File: src/rtl/serial_equality_controller.sv
// serial_equality_controller
// Compares two WIDTH-bit words through an external 1-bit equality detector,
// one bit pair per clock, LSB first. Reports word equality, the index of the
// lowest mismatching bit and the number of mismatching bits.
//
// Handshake: start is sampled only while idle (busy=0) and only when abort=0;
// a start while busy is dropped, not queued. done is a single-cycle pulse that
// marks equal/first_mismatch/mismatch_cnt valid. These results hold until the
// next accepted start. A new start may be issued in the same cycle done is
// high. abort ends a running compare with no done pulse.
module serial_equality_controller #(
  parameter int WIDTH      = 8,
  parameter bit EARLY_EXIT = 1'b1,
  localparam int IW        = $clog2(WIDTH),
  localparam int CW        = $clog2(WIDTH + 1)
) (
  input  logic             clk,
  input  logic             rst_n,
  input  logic             start,
  input  logic             abort,
  input  logic [WIDTH-1:0] a_word,
  input  logic [WIDTH-1:0] b_word,
  output logic             det_a,
  output logic             det_b,
  input  logic             det_eq,
  output logic             busy,
  output logic             done,
  output logic             equal,
  output logic [IW-1:0]    first_mismatch,
  output logic [CW-1:0]    mismatch_cnt,
  output logic             state_dbg
);

  typedef enum logic {
    IDLE    = 1'b0,
    COMPARE = 1'b1
  } state_t;

  state_t           state, state_nx;
  logic [WIDTH-1:0] a_sh, a_nx;
  logic [WIDTH-1:0] b_sh, b_nx;
  logic [IW-1:0]    idx, idx_nx;
  logic [IW-1:0]    fm_nx;
  logic [CW-1:0]    cnt_nx;
  logic [CW-1:0]    cnt_inc;
  logic             eq_nx;
  logic             done_nx;
  logic             miss;

  // The detector always sees bit 0 of the shift registers; gated off when idle.
  assign busy      = (state == COMPARE);
  assign det_a     = busy & a_sh[0];
  assign det_b     = busy & b_sh[0];
  assign state_dbg = state;
  assign miss      = ~det_eq;
  assign cnt_inc   = mismatch_cnt + CW'(miss);

  // Next-state and next-result computation; all defaults hold current values.
  always_comb begin
    state_nx = state;
    a_nx     = a_sh;
    b_nx     = b_sh;
    idx_nx   = idx;
    fm_nx    = first_mismatch;
    cnt_nx   = mismatch_cnt;
    eq_nx    = equal;
    done_nx  = 1'b0;
    unique case (state)
      IDLE: begin
        if (start && !abort) begin
          a_nx     = a_word;
          b_nx     = b_word;
          idx_nx   = '0;
          fm_nx    = '0;
          cnt_nx   = '0;
          eq_nx    = 1'b0;
          state_nx = COMPARE;
        end
      end
      COMPARE: begin
        if (abort) begin
          // Partial counters are kept; the bit on the detector this cycle is
          // not counted because the compare is being cancelled.
          eq_nx    = 1'b0;
          state_nx = IDLE;
        end else begin
          cnt_nx = cnt_inc;
          if (miss && (mismatch_cnt == '0)) begin
            fm_nx = idx;
          end
          if (EARLY_EXIT && miss) begin
            eq_nx    = 1'b0;
            done_nx  = 1'b1;
            state_nx = IDLE;
          end else if (idx == IW'(WIDTH - 1)) begin
            eq_nx    = (cnt_inc == '0);
            done_nx  = 1'b1;
            state_nx = IDLE;
          end else begin
            idx_nx = idx + IW'(1);
            a_nx   = a_sh >> 1;
            b_nx   = b_sh >> 1;
          end
        end
      end
      default: state_nx = IDLE;
    endcase
  end

  // State and result registers with asynchronous active-low reset.
  always_ff @(posedge clk or negedge rst_n) begin
    if (!rst_n) begin
      state          <= IDLE;
      a_sh           <= '0;
      b_sh           <= '0;
      idx            <= '0;
      first_mismatch <= '0;
      mismatch_cnt   <= '0;
      equal          <= 1'b0;
      done           <= 1'b0;
    end else begin
      state          <= state_nx;
      a_sh           <= a_nx;
      b_sh           <= b_nx;
      idx            <= idx_nx;
      first_mismatch <= fm_nx;
      mismatch_cnt   <= cnt_nx;
      equal          <= eq_nx;
      done           <= done_nx;
    end
  end

endmodule

File: config.mk
export PLATFORM = sky130hd
export DESIGN_NAME = serial_equality_controller
export DESIGN_NICKNAME = d
export VERILOG_FILES = /design/src/rtl/serial_equality_controller.sv
export SDC_FILE = /design/constraint.sdc
export NUM_CORES = 1
export LEC_CHECK = 0
export CAP_MARGIN = 0
export CORE_UTILIZATION = 30
export DETAILED_ROUTE_END_ITERATION = 8
export PLACE_DENSITY_LB_ADDON = 0.2
export SLEW_MARGIN = 30
export SYNTH_ARGS = -nofsm -noshare
export SYNTH_HDL_FRONTEND = slang
export SYNTH_SLANG_ARGS = --single-unit
export TNS_END_PERCENT = 20
File: constraint.sdc
create_clock -name clk -period 3.9 [get_ports clk]
set_clock_uncertainty 0.1 [all_clocks]
set_input_delay 0.585 -clock clk [delete_from_list [all_inputs] [get_ports clk]]
set_output_delay 0.585 -clock clk [all_outputs]
set_load 0.05 [all_outputs]
## After elaboration in Yosys (flattened, before gate mapping)

Index checks and enable logic that the tools add are counted.

| word-level totals | value |
|---|---|
| register bits after elaboration | 29 |
| output and inout bits | 13 |
| word-level logic and storage cells | 65 |

| cells by class | value |
|---|---|
| add/subtract/negate cells | 2 |
| equality and inequality tests | 7 |
| mux-type cells | 35 |
| bitwise logic cells | 4 |
| reductions and logical operators | 9 |

Operator list:

| cell | number |
|---|---|
| two-way mux 8 bit | 8 |
| case mux 8 bit (2 select lines) | 2 |
| two-way mux 3 bit | 6 |
| two-way mux 1 bit | 12 |
| case mux 3 bit (2 select lines) | 2 |
| zero test 4 bit | 2 |
| two-way mux 4 bit | 2 |
| != test 2 bit, second input constant | 4 |
| case mux 4 bit (2 select lines) | 1 |
| adder 4 x 1 -> 4 bit | 1 |
| != test 4 x 3 -> 1 bit, second input constant | 1 |
| case mux 1 bit (2 select lines) | 2 |
| AND reduction 2 bit | 2 |
| AND reduction 4 bit | 1 |
| adder 3 x 1 -> 3 bit, second input constant | 1 |
| equality test 3 bit, second input constant | 1 |
| AND reduction 3 bit | 1 |
| AND 1 bit | 2 |
| logical AND 1 bit | 2 |
| != test 2 x 1 -> 1 bit, second input constant | 1 |
| NOT 1 bit | 2 |
| zero test 1 bit | 1 |

## Depth between registers and ports, before layout

| logic depth | value |
|---|---|
| word-level depth | 7 |
| depth in mapped cells | 7 |
| gate-level depth less buffers | 6 |

## Least setup slack after synthesis

No wires, ideal clock.

| timing | value |
|---|---|
| kind | reg-to-output |
| from | register state (netlist: busy) |
| to | output port det_a |
| data arrival time | 1.449 ns |
| data required time | 3.215 ns |
| path slack | 1.766 ns |
| stages on the path, launching flop included | 4 |
| buffers on the path | 2 |
| cells stage by stage | dfrtp_1 -> buf_6 -> buf_2 -> and2_1 |

| on the way | value |
|---|---|
| word-level cells in the longest chain between the ends | 1 |

RTL lines:

| element | line | text |
|---|---|---|
| from (decl) | 39 | `state_t state, state_nx;` |
| from (signal assigned) | 122 | `state <= state_nx;` |
| AND 1 bit | 52 | `assign det_a = busy & a_sh[0];` |
| to (decl) | 23 | `output logic det_a,` |

Every way passes these cells.

## Final worst setup path

| timing | value |
|---|---|
| from | register state (netlist: busy) |
| to | output port det_b |

| on the way | value |
|---|---|
| word-level cells in the longest chain between the ends | 1 |

RTL lines:

| element | line | text |
|---|---|---|
| AND 1 bit | 53 | `assign det_b = busy & b_sh[0];` |
| to (decl) | 24 | `output logic det_b,` |

Every way passes these cells.

==> impl_results.md <==
* Clk slew on worst S/H paths at 0.06 ns
* RSZ-0062 raised after global routing: no
* Max frequency at 361 MHz
* Sequential element share of the synthesized area at 0.464
* Final number of hold-violating endpoints at 0
* GR Layer Usage met2 at 0.205
* Worst slew pin tran at 0.683 ns
* Clock Tree Root: clkbuf_8
* Total number of vias at 1079
* M3 GR Usage at 0.0583
* ANT nets after route at 0
* Ant diodes at 0
* Final Max Slew Viols at 0
* Chip Width at 74.2 µm
* Sw frac at 0.274
* DRT iter0 DRCs at 56
* CORE AREA at 4880 µm²
* GR peak layer: met2
* Worst-path fanout max at 21
* Critical path endpoint category: output pin
* Drt total wl at 3.06 mm
* Vias in the first global route at 1131
* Gp weighted congestion at 0.706
* DP HPWL at 2.18 mm
* Wire per inst at 13.8 µm
* Clock Sinks at 29
* Period minus WS final at 2.77 ns
* Initial antenna violation count at 0
* Critical R2R Launch: idx[0]$_DFFE_PN0P_
* First-pass GRT wire length at 5.15 mm
* Worst r2r path cells at 6
* CTS resizes at 0
* Via density at 4.86
* Pwr Density at 416 nW/µm²
* Final setup vio count at 0
* Static leakage at 0.000848 µW
* Dpl cell area at 1930 µm²
* Sequential power share at 0.460
* Setup TNS Final at 0 ns
* Post-CTS setup buffer count at 0
* Layout cells sized above 1 at 0.284
* Avg Cell Area, Syn at 13.1 µm²
* Clk_lat worst skew at 0.28 ns
* Max cap viols at 0
* FFs w/ async S/R, synth at 1.00
* CTS Buffer Depth at 2
* # port buffers at 33
* Cell Int Power at 610 µW
* CTS tree: built
* Synth Warn # at 0
* GRT overflow at 0
* Rows at 25
* Hold Path Class: reg2reg
* DIE AREA at 5500 µm²
* Library cells used by synthesis at 33
* Top FF cell, synth: dfrtp_1
* Origin of the worst setup path: busy$_DFF_PN0_
* Worst endpoint required time at 3.21 ns
* H-tree levels at 2
* EDFF count, synth at 0
* Number of hold buffers added after cts at 0
* IO Count at 34
* Logic gate share of total power at 0.243
* Critical path class: reg2out
* # fillers at 481
* Placed insts at 215
* Worst R2R End: a_sh[1]$_DFFE_PN0P_
* NetSw at 230 µW
* Worst VDD drop at 0.000149 V
* Crit share post-route at 0.709
* Post-Syn Nets at 144
* P&R area growth vs syn at 29.2%
* Drt drc at 0
* Initial Util at 0.320
* Final nets at 180
* Status: finished clean
* Mapped cell area at 1560 µm²
* Met1 Resource Use GR at 0.153
* GRT Overall Usage at 0.129
* Max-slew headroom at 0.545
* Drt first pass iters at 3
* Design Area, Final at 2020 µm²
* Critical Path Sink: det_b
* Total power at 840 µW
* Die Ht at 74.2 µm
* Finished Layout Cells at 222
* Setup slack, reg-to-reg at 1.91 ns
* CP arrival at 2.08 ns
* Largest net degree at the start of global routing at 30
* Post-Synthesis Cells at 119
* Clock power share at 0.297
* Synthesized flop and latch total at 29
* TritonCTS Buffers at 5
* Critical path startpoint category: flip-flop
state kept, by name, summed over array words and instances, names as in the netlist:
register	count
mismatch_cnt	4
first_mismatch	3
busy	1
a_sh	8
idx	3
done	1
b_sh	8
equal	1
metrics by stage:
stage               utilization  hold WS [ns]  setup slack, ns
finish                    0.414         0.407             1.13
global route              0.414         0.420             1.00
CTS                       0.414         0.407             1.11
detailed placement        0.396         0.387             1.09
global placement          0.396         0.385             1.13
floorplan                     -         0.189             1.77
power groups by stage:
stage	clock [µW]	combinational [µW]	sequential, µW
final	249	204	386
after global routing	270	222	394
after CTS	257	207	386
after detailed placement	0	207	389
after global placement	0	201	389
after floorplan	0	135	398
synthesized netlist by cell type, types with 2 or more instances:
cell type	count	area (µm²)
a22o_1	6	52.6
a32o_1	2	20.0
and2_1	3	18.8
buf_6	2	22.5
dfrtp_1	29	726
ha_1	4	50.1
inv_1	3	11.3
mux2_2	21	236
mux2_4	8	120
nand2_1	7	26.3
nand2b_4	2	27.5
nand3_1	2	10.0
nor2b_1	3	18.8
o211ai_1	6	45.0
o21ai_0	2	10.0
or3b_1	2	17.5
kinds of logic (layout without fill, tap and decap cells):
logic type	count (synthesis)	after routing	share of synthesized area
multiplexers	29	29	0.228
flip-flops	29	29	0.464
AND/OR/NAND/NOR	27	27	0.118
AO/OA/AOI/OAI	20	20	0.107
buffers and inverters	10	46	0.0504
adder cells (fa/ha/maj)	4	4	0.0320
how the worst min path moves through the flow:
| stage | startpoint | endpoint | slack, ns | cells past startpoint |
|---|---|---|---|---|
| final | a_sh[7]$_DFFE_PN0P_ | a_sh[7]$_DFFE_PN0P_ | 0.41 | 1 |
| after detailed placement | b_sh[0]$_DFFE_PN0P_ | b_sh[0]$_DFFE_PN0P_ | 0.39 | 1 |
| after global placement | a_sh[0]$_DFFE_PN0P_ | a_sh[0]$_DFFE_PN0P_ | 0.39 | 1 |
| after floorplan | rst_n | a_sh[0]$_DFFE_PN0P_ | 0.19 | 0 |
| after global routing | a_sh[7]$_DFFE_PN0P_ | a_sh[7]$_DFFE_PN0P_ | 0.42 | 1 |
| after CTS | a_sh[2]$_DFFE_PN0P_ | a_sh[2]$_DFFE_PN0P_ | 0.41 | 1 |
layout make-up:
| cell class | instances | area, µm² | area share |
|---|---|---|---|
| tap | 67 | 83.8 | 0.0415 |
| clock buffer | 7 | 86.3 | 0.0428 |
| sequential | 29 | 726 | 0.359 |
| multi-input combinational | 80 | 758 | 0.375 |
| timing repair buffer | 35 | 345 | 0.171 |
| inverter | 4 | 20.0 | 0.00991 |
cells in the final DEF, fill, tap and decap left out:
| cell type | count |
|---|---|
| clkdlybuf4s50_1 | 33 |
| dfrtp_1 | 29 |
| mux2_2 | 21 |
| mux2_4 | 8 |
| nand2_1 | 7 |
| a22o_1 | 6 |
| o211ai_1 | 6 |
| clkbuf_8 | 6 |
| ha_1 | 4 |
| inv_1 | 3 |
| and2_1 | 3 |
| nor2b_1 | 3 |
| nand2b_4 | 2 |
| a32o_1 | 2 |
| nand3_1 | 2 |
| o21ai_0 | 2 |
| or3b_1 | 2 |
| buf_4 | 2 |
| nand3b_1 | 1 |
| a21o_4 | 1 |
| inv_6 | 1 |
| nand2b_1 | 1 |
| or2b_1 | 1 |
| o21bai_1 | 1 |
| or2_2 | 1 |
| nor4b_2 | 1 |
| nor3b_1 | 1 |
| a211oi_1 | 1 |
| a41o_1 | 1 |
| or4_4 | 1 |
| nor2_1 | 1 |
| clkbuf_1 | 1 |
per-layer routing:
metal | share of wire | vias to the layer above
met4 | 0.014 | 0
li1 | - | 514
met2 | 0.44 | 31
met1 | 0.47 | 529
met5 | 0 | -
met3 | 0.073 | 5
critical path, stage by stage, from the launching register on:
cell             delay, ns
dfrtp_1               0.78
and2_1                0.22
clkdlybuf4s50_1       0.80
(Power assumes the default switching activity.)
